<file path="config.mk">
export PLATFORM = sky130hd
export DESIGN_NAME = redas_pe_mc
export DESIGN_NICKNAME = d
export VERILOG_FILES = /design/src/rtl/redas_pkg.sv /design/src/rtl/redas_stationary_bank.sv /design/src/rtl/redas_pe_mc.sv
export SDC_FILE = /design/constraint.sdc
export NUM_CORES = 1
export LEC_CHECK = 0
export ABC_AREA = 1
export BUFFER_PORTS_ARGS = -buffer_cell sky130_fd_sc_hd__buf_2
export CAP_MARGIN = 20
export CORE_MARGIN = 2
export CORE_UTILIZATION = 45
export CTS_CLUSTER_DIAMETER = 200
export DETAILED_ROUTE_END_ITERATION = 10
export GPL_TIMING_DRIVEN = 0
export PLACE_DENSITY_LB_ADDON = 0.3
export SYNTH_ARGS = -nofsm -noshare
export SYNTH_HDL_FRONTEND = slang
export SYNTH_SLANG_ARGS = --single-unit
</file>
<file path="constraint.sdc">
create_clock -name clk -period 8.9 [get_ports clk]
set_input_delay 1.78 -clock clk [delete_from_list [all_inputs] [get_ports clk]]
set_output_delay 1.78 -clock clk [all_outputs]
set_load 0.02 [all_outputs]
</file>
<file path="src/rtl/redas_pkg.sv">
// -----------------------------------------------------------------------------
// redas_pkg
// Shared types and helpers for the REDAS multi-context processing element.
//   calc_mode_e  : pass-through MAC or local accumulation
//   flow_dir_e   : vertical or horizontal data flow through the PE
//   acc_state_e  : local-accumulation controller states
//   sat_narrow() : clamp (or pass through for later truncation) a wide signed
//                  value to a signed out_w-bit range
// -----------------------------------------------------------------------------
package redas_pkg;

  typedef enum logic {
    CALC_MAC = 1'b0,
    CALC_ACC = 1'b1
  } calc_mode_e;

  typedef enum logic {
    FLOW_VERT  = 1'b0,
    FLOW_HORIZ = 1'b1
  } flow_dir_e;

  typedef enum logic [1:0] {
    ACC_IDLE  = 2'd0,
    ACC_ACCUM = 2'd1,
    ACC_EMIT  = 2'd2
  } acc_state_e;

  // Width of the common carrier used by sat_narrow; every internal value
  // (products, sums, accumulator) is sign-extended into it before narrowing.
  localparam int unsigned SAT_W = 64;

  // Returns val clamped to [-2^(out_w-1), 2^(out_w-1)-1] when saturate is set,
  // otherwise val unchanged so the caller's narrowing cast wraps it.
  function automatic logic signed [SAT_W-1:0] sat_narrow(
    input logic signed [SAT_W-1:0] val,
    input int unsigned             out_w,
    input logic                    saturate
  );
    logic signed [SAT_W-1:0] max_v;
    logic signed [SAT_W-1:0] min_v;
    max_v = (64'sd1 <<< (out_w - 1)) - 64'sd1;
    min_v = -max_v - 64'sd1;
    if (!saturate)     return val;
    if (val > max_v)   return max_v;
    if (val < min_v)   return min_v;
    return val;
  endfunction

endpackage

</file>
<file path="src/rtl/redas_stationary_bank.sv">
// -----------------------------------------------------------------------------
// redas_stationary_bank
// NUM_CTX x DATA_WIDTH signed register file holding the stationary weights.
//   clk, rst_n  : clock, synchronous active-low reset (clears every entry)
//   i_wr_en     : write strobe
//   i_wr_idx    : entry written on the next rising edge
//   i_wr_data   : value written
//   i_rd_idx    : entry read
//   o_rd_data   : combinational read of the current register contents, so a
//                 same-cycle write to the read entry still returns the old value
// -----------------------------------------------------------------------------
module redas_stationary_bank
  import redas_pkg::*;
#(
  parameter int DATA_WIDTH = 8,
  parameter int NUM_CTX    = 4
) (
  input  logic                          clk,
  input  logic                          rst_n,
  input  logic                          i_wr_en,
  input  logic [$clog2(NUM_CTX)-1:0]    i_wr_idx,
  input  logic signed [DATA_WIDTH-1:0]  i_wr_data,
  input  logic [$clog2(NUM_CTX)-1:0]    i_rd_idx,
  output logic signed [DATA_WIDTH-1:0]  o_rd_data
);

  localparam int IDX_W = $clog2(NUM_CTX);

  logic signed [DATA_WIDTH-1:0] r_stat [NUM_CTX];
  logic [NUM_CTX-1:0]           w_we;

  for (genvar gi = 0; gi < NUM_CTX; gi++) begin : g_we
    assign w_we[gi] = i_wr_en && (i_wr_idx == IDX_W'(gi));
  end

  always_ff @(posedge clk) begin
    if (!rst_n) begin
      for (int i = 0; i < NUM_CTX; i++) r_stat[i] <= '0;
    end else begin
      for (int i = 0; i < NUM_CTX; i++) begin
        if (w_we[i]) r_stat[i] <= i_wr_data;
      end
    end
  end

  assign o_rd_data = r_stat[i_rd_idx];

endmodule

</file>
<file path="src/rtl/redas_pe_mc.sv">
// -----------------------------------------------------------------------------
// redas_pe_mc
// Multi-context REDAS processing element: operand x stationary with a 2-stage
// signed pipeline, either added to a neighbour's partial sum (MAC) or summed
// locally over acc_len products (accumulation).
//   clk, rst_n              : clock, synchronous active-low reset
//   in_top/bottom/left/right: neighbour inputs (operand or psum by flow_dir)
//   in_valid, stall         : input qualifier, global pipeline freeze
//   flow_dir, calc_mode     : orientation and calculation pattern
//   acc_len, flush          : accumulation length (0 acts as 1), early emit
//   store_stationary,
//   stat_wr_idx, stat_rd_idx: stationary bank write / compute context select
//   out_top/bottom/left/right: result and forwarded operand, unused ones 0
//   out_valid               : result valid
// -----------------------------------------------------------------------------
module redas_pe_mc
  import redas_pkg::*;
#(
  parameter int DATA_WIDTH  = 8,
  parameter int ACC_WIDTH   = 24,
  parameter int NUM_CTX     = 4,
  parameter int MAX_ACC_LEN = 256,
  parameter bit SATURATE    = 1'b1
) (
  input  logic                                 clk,
  input  logic                                 rst_n,
  input  logic signed [DATA_WIDTH-1:0]         in_top,
  input  logic signed [DATA_WIDTH-1:0]         in_bottom,
  input  logic signed [DATA_WIDTH-1:0]         in_left,
  input  logic signed [DATA_WIDTH-1:0]         in_right,
  input  logic                                 in_valid,
  input  logic                                 stall,
  input  logic                                 flow_dir,
  input  logic                                 calc_mode,
  input  logic [$clog2(MAX_ACC_LEN+1)-1:0]     acc_len,
  input  logic                                 flush,
  input  logic                                 store_stationary,
  input  logic [$clog2(NUM_CTX)-1:0]           stat_wr_idx,
  input  logic [$clog2(NUM_CTX)-1:0]           stat_rd_idx,
  output logic signed [DATA_WIDTH-1:0]         out_top,
  output logic signed [DATA_WIDTH-1:0]         out_bottom,
  output logic signed [DATA_WIDTH-1:0]         out_left,
  output logic signed [DATA_WIDTH-1:0]         out_right,
  output logic                                 out_valid
);

  localparam int LEN_W  = $clog2(MAX_ACC_LEN + 1);
  localparam int PROD_W = 2 * DATA_WIDTH;

  // ---------------- orientation decode and stationary bank ----------------
  flow_dir_e                    w_dir;
  calc_mode_e                   w_mode;
  logic signed [DATA_WIDTH-1:0] w_operand;
  logic signed [DATA_WIDTH-1:0] w_psum_in;
  logic signed [DATA_WIDTH-1:0] w_stat_rd;

  assign w_dir     = flow_dir_e'(flow_dir);
  assign w_mode    = calc_mode_e'(calc_mode);
  assign w_operand = (w_dir == FLOW_HORIZ) ? in_left   : in_top;
  assign w_psum_in = (w_dir == FLOW_HORIZ) ? in_bottom : in_right;

  // The psum-side input doubles as the stationary write data.
  redas_stationary_bank #(
    .DATA_WIDTH (DATA_WIDTH),
    .NUM_CTX    (NUM_CTX)
  ) u_bank (
    .clk       (clk),
    .rst_n     (rst_n),
    .i_wr_en   (store_stationary),
    .i_wr_idx  (stat_wr_idx),
    .i_wr_data (w_psum_in),
    .i_rd_idx  (stat_rd_idx),
    .o_rd_data (w_stat_rd)
  );

  // ---------------- stage 1: multiply, capture psum, forward ----------------
  logic                         r_s1_valid;
  logic                         r_s1_flush;
  flow_dir_e                    r_s1_dir;
  logic signed [PROD_W-1:0]     r_prod;
  logic signed [PROD_W-1:0]     r_psum;
  logic signed [DATA_WIDTH-1:0] r_fwd;

  // flush is registered alongside the data so that a flush driven together
  // with an operand lines up with that operand's product in stage 2.
  always_ff @(posedge clk) begin
    if (!rst_n) begin
      r_s1_valid <= 1'b0;
      r_s1_flush <= 1'b0;
      r_s1_dir   <= FLOW_VERT;
      r_prod     <= '0;
      r_psum     <= '0;
      r_fwd      <= '0;
    end else if (!stall) begin
      r_s1_valid <= in_valid;
      r_s1_flush <= flush;
      if (in_valid) begin
        r_prod   <= w_operand * w_stat_rd;
        r_psum   <= {{DATA_WIDTH{w_psum_in[DATA_WIDTH-1]}}, w_psum_in};
        r_s1_dir <= w_dir;
        r_fwd    <= w_operand;
      end
    end
  end

  // ---------------- stage 2: MAC sum and accumulation control ----------------
  logic signed [SAT_W-1:0]     w_mac_wide;
  logic signed [ACC_WIDTH-1:0] w_prod_ext;
  logic                        w_acc_in;
  logic                        w_first_done;
  logic [LEN_W-1:0]            w_len_eff;
  logic [LEN_W-1:0]            w_cnt_inc;

  acc_state_e                  r_state;
  acc_state_e                  w_state_next;
  logic signed [ACC_WIDTH-1:0] r_acc;
  logic signed [ACC_WIDTH-1:0] w_acc_next;
  logic [LEN_W-1:0]            r_cnt;
  logic [LEN_W-1:0]            w_cnt_next;
  logic                        w_emit;

  assign w_mac_wide   = SAT_W'(r_prod) + SAT_W'(r_psum);
  assign w_prod_ext   = ACC_WIDTH'(r_prod);
  assign w_acc_in     = r_s1_valid && (w_mode == CALC_ACC);
  assign w_len_eff    = (acc_len == '0) ? LEN_W'(1) : acc_len;
  assign w_cnt_inc    = r_cnt + LEN_W'(1);
  // A product that starts a new accumulation closes it at once when the
  // length is 1 or when a flush travels with it.
  assign w_first_done = (w_len_eff == LEN_W'(1)) || r_s1_flush;

  always_ff @(posedge clk) begin
    if (!rst_n)      r_state <= ACC_IDLE;
    else if (!stall) r_state <= w_state_next;
  end

  always_comb begin
    w_state_next = r_state;
    case (r_state)
      ACC_IDLE: begin
        if (w_acc_in) w_state_next = w_first_done ? ACC_EMIT : ACC_ACCUM;
      end
      ACC_ACCUM: begin
        if (r_s1_flush || (w_acc_in && (w_cnt_inc >= w_len_eff)))
          w_state_next = ACC_EMIT;
      end
      ACC_EMIT: begin
        if (w_acc_in) w_state_next = w_first_done ? ACC_EMIT : ACC_ACCUM;
        else          w_state_next = ACC_IDLE;
      end
      default: w_state_next = ACC_IDLE;
    endcase
  end

  always_comb begin
    w_acc_next = r_acc;
    w_cnt_next = r_cnt;
    w_emit     = 1'b0;
    case (r_state)
      ACC_IDLE: begin
        if (w_acc_in) begin
          w_acc_next = w_prod_ext;
          w_cnt_next = LEN_W'(1);
        end
      end
      ACC_ACCUM: begin
        if (w_acc_in) begin
          w_acc_next = r_acc + w_prod_ext;
          w_cnt_next = w_cnt_inc;
        end
      end
      ACC_EMIT: begin
        w_emit = 1'b1;
        // A product landing during EMIT seeds the next sum instead of being lost.
        if (w_acc_in) begin
          w_acc_next = w_prod_ext;
          w_cnt_next = LEN_W'(1);
        end else begin
          w_acc_next = '0;
          w_cnt_next = '0;
        end
      end
      default: begin
        w_acc_next = '0;
        w_cnt_next = '0;
      end
    endcase
  end

  // ---------------- result register ----------------
  logic signed [DATA_WIDTH-1:0] r_res;
  flow_dir_e                    r_res_dir;
  logic                         r_out_valid;

  always_ff @(posedge clk) begin
    if (!rst_n) begin
      r_acc       <= '0;
      r_cnt       <= '0;
      r_res       <= '0;
      r_res_dir   <= FLOW_VERT;
      r_out_valid <= 1'b0;
    end else if (!stall) begin
      r_acc       <= w_acc_next;
      r_cnt       <= w_cnt_next;
      r_out_valid <= 1'b0;
      if (w_emit) begin
        r_res       <= DATA_WIDTH'(sat_narrow(SAT_W'(r_acc), DATA_WIDTH, SATURATE));
        r_res_dir   <= r_s1_dir;
        r_out_valid <= 1'b1;
      end else if (r_s1_valid && (w_mode == CALC_MAC)) begin
        r_res       <= DATA_WIDTH'(sat_narrow(w_mac_wide, DATA_WIDTH, SATURATE));
        r_res_dir   <= r_s1_dir;
        r_out_valid <= 1'b1;
      end
    end
  end

  assign out_bottom = (r_res_dir == FLOW_VERT)  ? r_res : '0;
  assign out_top    = (r_res_dir == FLOW_HORIZ) ? r_res : '0;
  assign out_left   = (r_s1_dir  == FLOW_VERT)  ? r_fwd : '0;
  assign out_right  = (r_s1_dir  == FLOW_HORIZ) ? r_fwd : '0;
  assign out_valid  = r_out_valid;

endmodule

</file>
; After elaboration in Yosys (flattened, before gate mapping)
; Memory sizes are Yosys's and may differ from the RTL's.
; Index checks and enable logic that the tools add are counted.
[op_classes]
add_sub_neg = 3
multipliers = 1
magnitude_cmp = 5
n_eq_ne = 9
mux = 72
bitwise = 6
n_reduce_logical = 17
[op_table]
columns = op, count
row1 = $mux 8, 20
row2 = $mux 24, 3
row3 = $pmux 24 s3, 1
row4 = $mux 1, 39
row5 = $mux 9, 3
row6 = $pmux 9 s3, 1
row7 = $add 24x16->24, 1
row8 = $gt 24x8->1 const B, 1
row9 = $lt 24x8->1 const B, 1
row10 = $add 16x8->17, 1
row11 = $gt 17x8->1 const B, 1
row12 = $lt 17x8->1 const B, 1
row13 = $mul 8x8->16, 1
row14 = $add 9x1->9 const B, 1
row15 = $eq 9x1->1 const B, 1
row16 = $ge 9x9->1, 1
row17 = $logic_not 9->1, 1
row18 = $mux 2, 4
row19 = $logic_and 1x1->1, 7
row20 = $eq 2x2->1 const B, 3
row21 = $ne 2x2->1 const B, 3
row22 = $pmux 2 s3, 1
row23 = $reduce_and 3->1, 2
row24 = $eq 2x1->1 const B, 2
row25 = other kinds (6), 13
[totals]
ff_bits = 80
ram_bits = 32
input_bits = 53
out_inout_bits = 33
word_cells = 126
memories = 1
[memory_table]
columns = name, words, width, read_ports, rd_ports_with_merged_regs, write_ports, line
row1 = u_bank.r_stat, 4, 8, 1, 0, 4, redas_stationary_bank.sv:29  ; logic signed [DATA_WIDTH-1:0] r_stat [NUM_CTX];

; Depth between registers and ports, before layout
; Gate-level depths: netlist of run 1.
[depth]
depth_word = 16
ltp_mapped = 30
mapped_depth_nobuf = 28

; Cells and area by module
; A second synthesis of run 1 with hierarchy kept.
[unflattened]
cells_unflattened = 1577
hier_area_um2 = 10760.3
[modules_own_cells]
columns = module, instances, cells_each, area_each_um2, seq_area_each_um2
row1 = redas_pe_mc, 1, 1394, 9126.3, 1601.5
row2 = redas_stationary_bank, 1, 183, 1634.1, 960.9

; Worst setup path before layout of run 1
; No wires, ideal clock.
[synth_timing]
path_type = input port to flip-flop
startpoint = input port stat_rd_idx[0]
endpoint = register r_prod[13]
setup_time_ps = 115
arrival_time_ps = 6259
t_required_ps = 8785
slack_ps = 2525
cell_stages = 23
n_path_buf = 2
cell_sequence = clkbuf_1 -> clkbuf_1 -> nand2_1 -> nand3_1 -> nand2_1 -> nor2_1 -> inv_1 -> fa_1 -> inv_1 -> fa_1 -> fa_1 -> inv_1 -> fa_1 -> inv_1 -> ha_1 -> nand2_1 -> o21ai_0 -> a21o_1 -> a21o_1 -> a21oi_1 -> xnor2_1 -> o21ai_0 -> inv_1
[synth_between]
elab_chain_cells = 2
[synth_lines]
columns = element, line
row1 = from (decl), redas_pe_mc.sv:39  ; input logic [$clog2(NUM_CTX)-1:0] stat_rd_idx,
row2 = $mem_v2 4x8, n/a
row3 = $mul 8x8->16, redas_pe_mc.sv:98  ; r_prod <= w_operand * w_stat_rd;
row4 = to (signal assigned), redas_pe_mc.sv:98
row5 = to (decl), redas_pe_mc.sv:80  ; logic signed [PROD_W-1:0] r_prod;
; Every way passes these cells.
; A chain may end at the register's enable or synchronous reset.

; Worst setup path after layout of run 1
; Same ends and word-level chain as after synthesis.

==> results of run 1 <==
==> placed cells by master, fill, tap and decap left out, types with 15 or more instances in the layout <==
cell type,Yosys,routed
o21ai_0,74,74
xor2_1,22,22
a21oi_1,124,124
clkbuf_1,33,33
nand2_1,354,354
nor2_1,177,177
edfxtp_1,32,32
nand4_1,21,21
fa_1,57,57
inv_1,243,243
buf_2,2,82
nand3_1,73,73
o21ai_1,15,15
dfxtp_1,80,80
ha_1,78,78
==> worst reg2reg max path, cell delays in order (launching register included) <==
cell	delay [ns]
edfxtp_1	0.34
nand2_1	0.05
nand3_1	0.10
nand2_1	0.21
nor2_1	0.35
inv_1	0.11
fa_1	0.55
inv_1	0.05
fa_1	0.48
fa_1	0.55
inv_1	0.05
fa_1	0.52
inv_1	0.04
ha_1	0.32
nand2_1	0.07
o21ai_0	0.30
a21o_1	0.16
a21o_1	0.11
a21oi_1	0.06
xnor2_1	0.13
o21ai_0	0.14
inv_1	0.05
==> stage by stage <==
step	utilization	worst slack, ns	power, uW
5_1_grt	0.504	1.66	2840
4_1_cts	0.504	2.09	2580
3_5_place_dp	0.491	1.73	2170
2_1_floorplan	-	2.53	1830
3_3_place_gp	0.491	1.82	2140
6_report	0.504	2.13	2570
==> layer usage <==
layer | vias to the layer above | wire length [um] | track usage
met1 | 4537 | 12400 | 0.304
li1 | 4984 | - | -
met2 | 272 | 13500 | 0.415
met4 | 0 | 626 | 0.0677
met5 | - | 0 | 0
met3 | 39 | 1430 | 0.0292
==> flip-flops by register name, indices dropped and copies added (netlist names) <==
signal,cells
r_psum,8
r_cnt,9
r_prod,16
r_s1_dir,1
u_bank.r_stat,32
r_res,8
r_s1_valid,1
r_fwd,8
r_acc,24
r_res_dir,1
r_state,2
r_s1_flush,1
out_valid,1
==> cell type report <==
cell class,instances,area (um2),area share
plain buffers,36,138,0.0121
clock buffers,9,225,0.0198
clock inverters,7,67.6,0.00594
inverters,258,968,0.0851
multi-input cells,1098,6660,0.585
flip-flops and latches,112,2560,0.225
well taps,285,357,0.0313
repair buffers,80,400,0.0352
==> power by group through the flow <==
stage                     registers [uW]  clock network [uW]  logic, uW
after global routing                 637                 436       1760
after detailed placement             641                   0       1530
after CTS                            630                 417       1540
after global placement               640                   0       1500
after floorplan                      612                   0       1210
final                                632                 417       1520
==> worst min-delay path by stage <==
stage	to	startpoint	depth (start not counted)	slack, ns
detailed placement	out_valid	out_valid	2	0.46
CTS	out_valid	out_valid	2	0.47
finish	out_valid	out_valid	2	0.47
global placement	out_valid	out_valid	2	0.45
floorplan	r_cnt[8]	r_cnt[8]	2	0.46
global route	out_valid	out_valid	2	0.50
==> kinds of logic (layout without fill, tap and decap cells) <==
logic type | Yosys count | in the layout
muxes | 9 | 9
AOI/OAI and AO/OA | 249 | 249
buffers and inverters | 294 | 390
xor gates and xnor gates | 30 | 30
and+or+nand+nor | 675 | 675
adders and majority gates | 135 | 135
DFF | 112 | 112
==> metrics.md, run 1 <==
| Metric | Value |
|---|---|
| Number of routed nets with antenna violations | `0` |
| Internal power | `~1400 uW` |
| DR WL/cell | `14.9 um` |
| Fin. Hold Viols | `0` |
| Worst-Skew Late Latency | `0.37 ns` |
| Worst path bufs/invs | `9` |
| Crit-path max FO | `10` |
| TritonRoute pass-1 iters | `6` |
| Area of the die | `24200 um2` |
| Largest family of logic cells by synthesized area | `simple AND/OR/NAND/NOR gates` |
| Vias | `9832` |
| Synth Area in XOR/XNOR | `0.0254` |
| Cell Area, Synth | `10300 um2` |
| Flop pwr share | `0.246` |
| Net switching fraction of the power | `0.469` |
| CP startpoint | `stat_rd_idx[0]` |
| Yosys warns | `0` |
| Count of state elements after synthesis | `112` |
| Synth Instances | `1504` |
| Clock share of power | `0.163` |
| Cell Chain, Critical Path | `clkbuf_1 > inv_1 > clkbuf_1 > nand2_1 > a32oi_1 > inv_1 > nor2_1 > ha_1 > inv_1 > fa_1 > inv_1 > fa_1 > inv_1 > fa_1 > inv_1 > ha_1 > a21oi_1 > o21ai_0 > a21o_1 > a21o_1 > a21oi_1 > xnor2_1 > o21ai_0 > inv_1` |
| Mux contribution to synthesized area | `0.00873` |
| CP Launch Type | `input pin` |
| Synth area leader | `dfxtp_1` |
| Most frequent cells after synthesis | `354 x nand2_1, 243 x inv_1, 177 x nor2_1` |
| Hold_buf cts | `0` |
| Worst slew pin tran | `1.09 ns` |
| Simple-gate share of the synthesized area | `0.274` |
| Core Box Area | `22600 um2` |
| NetSw | `1200 uW` |
| Register area share after synthesis | `0.248` |
| Mapped Avg Cell Area | `6.86 um2` |
| Vias in the first global route | `9276` |
| Vias per inst | `5.22` |
| Setup bufs post-CTS | `0` |
| Synth top area share | `0.155` |
| R2R depth | `21` |
| Worst path most repeated cell | `inv_1` |
| Clk sink count | `about 110` |
| Ant. Diodes | `0` |
| Syn_nets | `1692` |
| Initial Utilization | `0.457` |
| R2R Path Start | `u_bank.r_stat[3][2]` |
| Critical Path Max Stage Delay | `0.56 ns` |
| Final setup fails | `0` |
| I/O Pins | `86` |
| Largest cells by area after synthesis | `dfxtp_1 16%, nand2_1 13%, fa_1 11%` |
| Comb pwr share | `0.591` |
| Crit-path slowest cell | `fa_1` |
| Synth Area in Compound Gates | `0.131` |
| Largest net degree at the start of global routing | `22` |
| TritonCTS Buffers | `9` |
| Post-synth EDFFs | `32` |
| Post-Route WL | `approximately 28 mm` |
| Initial antenna violation count | `0` |
| GPL Wtd Cong | `0.938` |
| Post-CTS resize count | `0` |
| Rel. slew slack | `0.253` |
| Netlist cell types | `45` |
| Die height | `approximately 160 um` |
| Clock transition at path regs | `0.07 ns` |
| Fillers | `2277` |
| Row count | `55` |
| Clock H-tree levels | `3` |
| Hold WS | `0.468 ns` |
| HPWL Detailed | `22.8 mm` |
| Req. time, crit path | `9.15 ns` |
| Top delay family on crit path | `adder cells` |
| First-pass GRT wire length | `around 46 mm` |
| HP Class | `reg2reg` |
| Ratio of cells with drive above 1 in the final layout | `0.0913` |
| RSZ-0062 raised after global routing | `no` |
| Cell with the most instances after synthesis | `nand2_1` |
| Setup tns final | `0 ns` |
| Crit. path cell count | `24` |
| Critical Path Sink | `r_prod[13]` |
| Tmin final | `a little under 7 ns` |
| Max Cap Viol | `0` |
| Leakage power | `0.00572 uW` |
| Overflow left after global routing | `0` |
| DRT iter0 DRCs | `~690` |
| Skew final | `0.0188 ns` |
| Clk root buf | `clkbuf_16` |
| R2R Setup Slk | `4.03 ns` |
| Reg2reg end | `r_prod[13]` |
| Status | `finished clean` |
| Ys async rst share | `0` |
| Tcrit/Tclk final | `0.761` |
| IO Port Bufs | `80` |
| Crit end category | `flip-flop` |
| Clock Path Buffers | `2` |
| Inst Count DP | `approximately 1900` |
| CP arrival | `7.03 ns` |
| Synth Area in Adders | `0.205` |
| Power Density | `~230 nW/um2` |
| Peak supply drop | `around 140 uV` |
| # DRC | `0` |
| WS Path Type | `in2reg` |
| CTS tree | `yes` |
| Final Instance Area | `around 11000 um2` |
| Top_reg_cell synth | `dfxtp_1` |
| Placed Area | `11100 um2` |
| Pins Over Slew Limit | `0` |
| Die W | `155 um` |
| Fmax | `148 MHz` |
| GRT Overall Usage | `0.236` |
| Fin cells | `1885` |
| Area Overhead vs Synth | `10.2%` |
| # nets final | `1783` |
No activity file was read; power rests on OpenSTA's default activity.
==> inputs of run 2 (changes only) <==
- ABC_AREA: 1 -> 0
- clock period: 8.9 -> 6.82 ns (I/O delays scaled with it)
==> run 2 against run 1 <==
  * Utilization increased by 0.30 points
  * Count of clock-buffer cells in the layout unchanged
  * Global-route usage decreased by 0.70 points
  * Sequential share of layout area increased by 0.85 points
  * Area after synthesis decreased by 4.9%
  * Clock power increased by 27%
  * Design area decreased by 3.7%
  * Synthesized cell count decreased by 23%
  * Final cell count decreased by 18%
  * Register-to-register slack got worse by 2.6 ns
  * Non-clock buffer count increased by 12
  * Die area decreased by 4.8%
  * Largest power group unchanged
==> metrics.md, run 2 <==
| Metric | Value |
|---|---|
| Status | `finished clean` |
| Tmin final | `6.37 ns` |
| Count of state elements after synthesis | `between 100 and 150` |
| Clock transition at path regs | `about 0.07 ns` |
| WS Path Type | `in2reg` |
| R2R Path Start | `u_bank.r_stat[0][2]` |
| Crit end category | `flip-flop` |
| Tcrit/Tclk final | `0.934` |
| Placed Area | `between 10000 and 15000 um2` |
| Die height | `152 um` |
| DRT iter0 DRCs | `566` |
| Top_reg_cell synth | `dfxtp_1` |
| CP arrival | `6.60 ns` |
| Clock H-tree levels | `3` |
| HPWL Detailed | `19.5 mm` |
| Area of the die | `23000 um2` |
| Fmax | `around 160 MHz` |
| First-pass GRT wire length | `roughly 41 mm` |
| Ys async rst share | `0` |
| IO Port Bufs | `82` |
| Hold Startpoint | `out_valid` |
| Largest net degree at the start of global routing | `22` |
| Core Box Area | `roughly 22000 um2` |
| Rel. slew slack | `0.327` |
| DR WL/cell | `16.3 um` |
| Netlist cell types | `roughly 70` |
| Leakage power | `0.00497 uW` |
| R2R Setup Slk | `1.43 ns` |
| GPL Wtd Cong | `0.894` |
| Setup WS post-layout | `0.451 ns` |
| Commonest non-fill, non-tap cell in the layout | `nor2_1` |
| TritonRoute pass-1 iters | `5` |
| R2R depth | `19` |
| GRT Overall Usage | `0.229` |
| Overflow left after global routing | `0` |
| Yosys warns | `0` |
| Final setup fails | `0` |
| # nets final | `1449` |
| Vias | `roughly 8500` |
| Most flops, register | `u_bank.r_stat` |
| Final Instance Area | `11000 um2` |
| Post-synth EDFFs | `32` |
| Power Density | `between 200 and 300 nW/um2` |
| Initial Utilization | `0.454` |
| Top Registers | `u_bank.r_stat: 32 flops, r_acc: 24 flops, r_prod: 16 flops` |
| Ratio of cells with drive above 1 in the final layout | `0.129` |
| Synth top area share | `0.163` |
| Syn_nets | `between 1000 and 1500` |
| Vias per inst | `5.50` |
| Initial antenna violation count | `0` |
| Req. time, crit path | `7.05 ns` |
| Synth Instances | `1165` |
| Clk root buf | `clkbuf_16` |
| Worst slew pin tran | `between 1 and 1.5 ns` |
| Post-place setup slack | `-0.820 ns` |
| Synth area leader | `dfxtp_1` |
| Reg2reg end | `r_prod[15]` |
| Clock Path Buffers | `2` |
| TritonCTS Buffers | `9` |
| RSZ-0062 raised after global routing | `no` |
| Area Overhead vs Synth | `11.6%` |
| Register area share after synthesis | `0.261` |
| Largest cells by area after synthesis | `dfxtp_1 16%, fa_1 12%, ha_1 9.9%` |
| Most frequent cells after synthesis | `160 x nor2_1, 116 x inv_1, 82 x a21oi_1` |
| Peak supply drop | `311 uV` |
| Clk sink count | `112` |
| Die W | `152 um` |
| Cell with the most instances after synthesis | `nor2_1` |
| Pins Over Slew Limit | `0` |
| HP Class | `reg2reg` |
| Post-Route WL | `25.3 mm` |
| I/O Pins | `86` |
| Crit-path max FO | `10` |
| Vias in the first global route | `8081` |
| Row count | `54` |
| Max Cap Viol | `0` |
| Max FFs per register | `32` |
| Worst-Skew Late Latency | `0.37 ns` |
| Ant. Diodes | `0` |
| Cell Area, Synth | `9820 um2` |
| CTS tree | `yes` |
| Mapped Avg Cell Area | `8.43 um2` |
| CP Launch Type | `input pin` |
| Hold WS | `around 0.46 ns` |
| # DRC | `0` |
| Fin. Hold Viols | `0` |
| Critical Path Sink | `r_prod[15]` |
| CP startpoint | `stat_rd_idx[1]` |
| Most frequent cells in the layout | `160 x nor2_1, 116 x inv_1, 85 x buf_2` |
| Skew final | `0.00967 ns` |
| Number of routed nets with antenna violations | `0` |
==> run 2: cell count changes in the layout (fill, tap and decap cells not counted), sizes merged, moves of 23 or more <==
cell	previous run	this run
a21oi	132	82
inv	259	121
nand2	366	80
nand3	77	24
nor2	184	161
nor2b	0	25
o21ai	89	59
xnor2	8	31
==> run 2: worst min-delay path by stage <==
| stage | end | slack, ns | cells past startpoint |
|---|---|---|---|
| 2_1_floorplan | r_res[0] | 0.46 | 1 |
| 3_3_place_gp | out_valid | 0.45 | 2 |
| 3_5_place_dp | out_valid | 0.45 | 2 |
| 4_1_cts | out_valid | 0.46 | 2 |
| 5_1_grt | out_valid | 0.48 | 2 |
| 6_report | out_valid | 0.46 | 2 |
==> run 2: logic make-up (layout without fill, tap and decap cells) <==
kind of cell               after synthesis  in the layout  share of synthesized area
AOI/OAI and AO/OA                      281            281                      0.189
muxes                                   36             36                     0.0377
xor gates and xnor gates                50             50                     0.0446
DFF                                    112            112                      0.261
and+or+nand+nor                        392            392                      0.188
buffers and inverters                  159            260                     0.0633
adders and majority gates              135            135                      0.216
==> run 2: what timing repair did <==
action / CTS / global route
gates resized for setup: 3 / 23
buffers inserted: 0 / 0
setup endpoints to repair: 5 / 6
hold buffers: 0 / 0
==> run 2: stage by stage <==
stage          setup TNS (ns)  total power [uW]  instances   util
6_report                    0              3160       1546  0.507
2_1_floorplan               0              2270       1165      -
3_3_place_gp            -2.75              2600       1527  0.489
5_1_grt                     0              3500       1546  0.507
4_1_cts                     0              3160       1545  0.504
3_5_place_dp            -3.48              2630       1529  0.490
==> run 2: cell type report <==
class | instances | area (um2)
inverters | 116 | 435
well taps | 280 | 350
plain buffers | 43 | 198
fillers | 2149 | 10700
flip-flops and latches | 112 | 2560
clock inverters | 7 | 63.8
repair buffers | 85 | 430
multi-input cells | 894 | 6690
clock buffers | 9 | 225
==> run 2: routing by layer <==
| metal | wire, um | vias up | GRT usage |
|---|---|---|---|
| met1 | 12300 | 4086 | 0.327 |
| met4 | 442 | 0 | 0.0583 |
| met5 | 0 | - | 0 |
| li1 | - | 4217 | - |
| met3 | 1070 | 27 | 0.0228 |
| met2 | 11500 | 174 | 0.373 |
==> run 2: critical path: stages <==
cell	delay (ns)
clkbuf_2	0.18
buf_4	0.25
mux2_2	0.38
o21ai_4	0.28
nor2_1	0.15
fa_1	0.65
inv_1	0.14
fa_1	0.55
inv_1	0.05
fa_1	0.53
inv_1	0.05
fa_1	0.53
inv_1	0.05
ha_1	0.34
and3_1	0.17
o211ai_1	0.09
nand3_1	0.14
o41a_1	0.34
xnor2_1	0.24
a21oi_1	0.11
==> run 2: where the power goes <==
| part | total, uW | internal, uW | switching, uW | leakage, uW |
|---|---|---|---|---|
| Combinational | 1840 | 798 | 1040 | 0.00387 |
| Sequential | 794 | 733 | 60.8 | 0.000965 |
| Clock | 528 | 257 | 270 | 0.000143 |
| Total | 3160 | 1790 | 1370 | 0.00497 |
==> inputs of run 3 (changes only) <==
- CORE_UTILIZATION: 45 -> 25
==> run 3 against run 2 <==
  * Hold slack lost 0.0027 ns
  * Clock skew rose by 0.0029 ns
  * Register-to-register slack got worse by 0.07 ns
  * Sequential share of layout area decreased by 0.59 points
  * Flip-flop and latch count is the same
  * Clock power up 4.4%
  * Routed wire length is 10% higher
  * Design area increased by 2.6%
  * Non-clock buffer count stayed put
  * Fmax decreased by 1.8%
  * Count of clock-buffer cells in the layout increased by 3
  * Critical path type unchanged
  * Critical endpoint unchanged
  * Largest power group unchanged
==> metrics.md, run 3 (synthesized netlist as in run 2, its figures left out) <==
| Metric | Value |
|---|---|
| Overflow left after global routing | `0` |
| # nets final | `~1400` |
| Placed Area | `10900 um2` |
| Post-layout util | `0.290` |
| Area of the die | `40900 um2` |
| GRT Overall Usage | `0.138` |
| Vias | `8435` |
| Number of routed nets with antenna violations | `0` |
| Crit end category | `flip-flop` |
| Ratio of cells with drive above 1 in the final layout | `0.123` |
| TritonRoute pass-1 iters | `5` |
| Hold_buf cts | `0` |
| Clock H-tree levels | `3` |
| Final Instance Area | `11200 um2` |
| WS Path Type | `in2reg` |
| Net switching fraction of the power | `0.436` |
| Leakage power | `0.00498 uW` |
| Crit-path max FO | `9` |
| Most frequent cells in the layout | `160 x nor2_1, 116 x inv_1, 85 x buf_2` |
| Status | `finished clean` |
| TritonCTS Buffers | `9` |
| Post-CTS resize count | `4` |
| Peak supply drop | `272 uV` |
| Area Overhead vs Synth | `14.5%` |
| Initial antenna violation count | `0` |
| Fmax | `154 MHz` |
| Core Box Area | `38700 um2` |
| CP Launch Type | `input pin` |
| Tcrit/Tclk final | `0.950` |
| Clk root buf | `clkbuf_16` |
| DRT iter0 DRCs | `533` |
| Clock transition at path regs | `0.08 ns` |
| Final setup fails | `0` |
| NetSw | `1420 uW` |
| Die W | `202 um` |
| Most flops, register | `u_bank.r_stat` |
| Clock share of power | `0.170` |
| Pins Over Slew Limit | `0` |
| DR WL/cell | `roughly 16 um` |
| Pwr Total | `3250 uW` |
| Worst-Skew Late Latency | `0.36 ns` |
| Max Cap Viol | `0` |
| Fin. Hold Viols | `0` |
| Max FFs per register | `32` |
| Clock Path Buffers | `2` |
| First-pass GRT wire length | `44.9 mm` |
| Internal power | `1830 uW` |
| I/O Pins | `86` |
| Largest net degree at the start of global routing | `18` |
| Skew final | `0.0125 ns` |
| Ant. Diodes | `0` |
| RSZ-0062 raised after global routing | `yes` |
| # DRC | `0` |
| CTS tree | `yes` |
| HP Class | `reg2reg` |
| Clk sink count | `~110` |
| Vias in the first global route | `~8300` |
| Rel. slew slack | `0.283` |
| HPWL Detailed | `22.0 mm` |
| Row count | `72` |
| Tmin final | `around 6.5 ns` |
| GPL Wtd Cong | `about 0.85` |
| Req. time, crit path | `between 7 and 8 ns` |
| Commonest non-fill, non-tap cell in the layout | `nor2_1` |
| CP arrival | `6.70 ns` |
| Power Density | `289 nW/um2` |
| Worst slew pin tran | `about 1.1 ns` |
| Setup bufs post-CTS | `0` |
| Flop pwr share | `0.246` |
| Initial Utilization | `0.254` |
| Vias per inst | `4.73` |
| Top Registers | `u_bank.r_stat: 32 flops, r_acc: 24 flops, r_prod: 16 flops` |
| IO Port Bufs | `between 80 and 90` |
| Comb pwr share | `0.584` |
| Post-Route WL | `between 20 and 30 mm` |
| Die height | `202 um` |
## run 3: metrics by stage
step	hold slack (ns)	worst slack, ns	setup TNS [ns]	cells
after global placement	0.449	-0.855	-3.52	1765
after floorplan	0.456	0.177	0	1165
after detailed placement	0.455	-0.884	-3.66	1768
final	0.457	0.338	0	1783
after CTS	0.467	0.00249	0	1783
after global routing	0.509	-0.0886	-0.172	1783
## run 3: worst paths after layout
path / start / end / slack (ns) / cells after the start
worst min register to register: out_valid / out_valid / 0.46 / 2
worst max-delay path: flow_dir / r_prod[15] / 0.34 / 19
worst max register to register: u_bank.r_stat[0][2] / r_prod[15] / 1.36 / 19
worst min-delay path: out_valid / out_valid / 0.46 / 2
## run 3: power groups by stage
stage	clock network [uW]	logic [uW]	registers [uW]
2_1_floorplan	0	1480	782
3_3_place_gp	0	1870	813
3_5_place_dp	0	1900	815
4_1_cts	557	1910	800
5_1_grt	583	2180	807
6_report	551	1900	799
## run 3: layer usage
layer	wire length, um	global-route usage	part of all wire
met3	814	0.0163	0.029
met4	330	0.0292	0.012
met2	13100	0.233	0.47
met1	13600	0.189	0.49
met5	0	0	0
## run 3: cell type report
class,instances,area (um2)
buffer,43,194
fill,4241,27500
timing repair buffer,85,430
clock inverter,3,22.5
inverter,116,435
multi-input combinational,894,6670
clock buffer,12,278
tap,518,648
sequential,112,2560
## run 3: worst max-delay path, cell delays in order
cell      delay [ns]
clkbuf_1        0.37
mux2i_1         0.73
or2_2           0.26
inv_1           0.08
fa_1            0.61
inv_1           0.15
fa_1            0.55
inv_1           0.05
fa_1            0.52
inv_1           0.05
fa_1            0.53
inv_1           0.04
ha_1            0.34
and3_1          0.16
o211ai_1        0.08
nand3_1         0.13
o41a_1          0.34
xnor2_1         0.23
a21oi_1         0.10
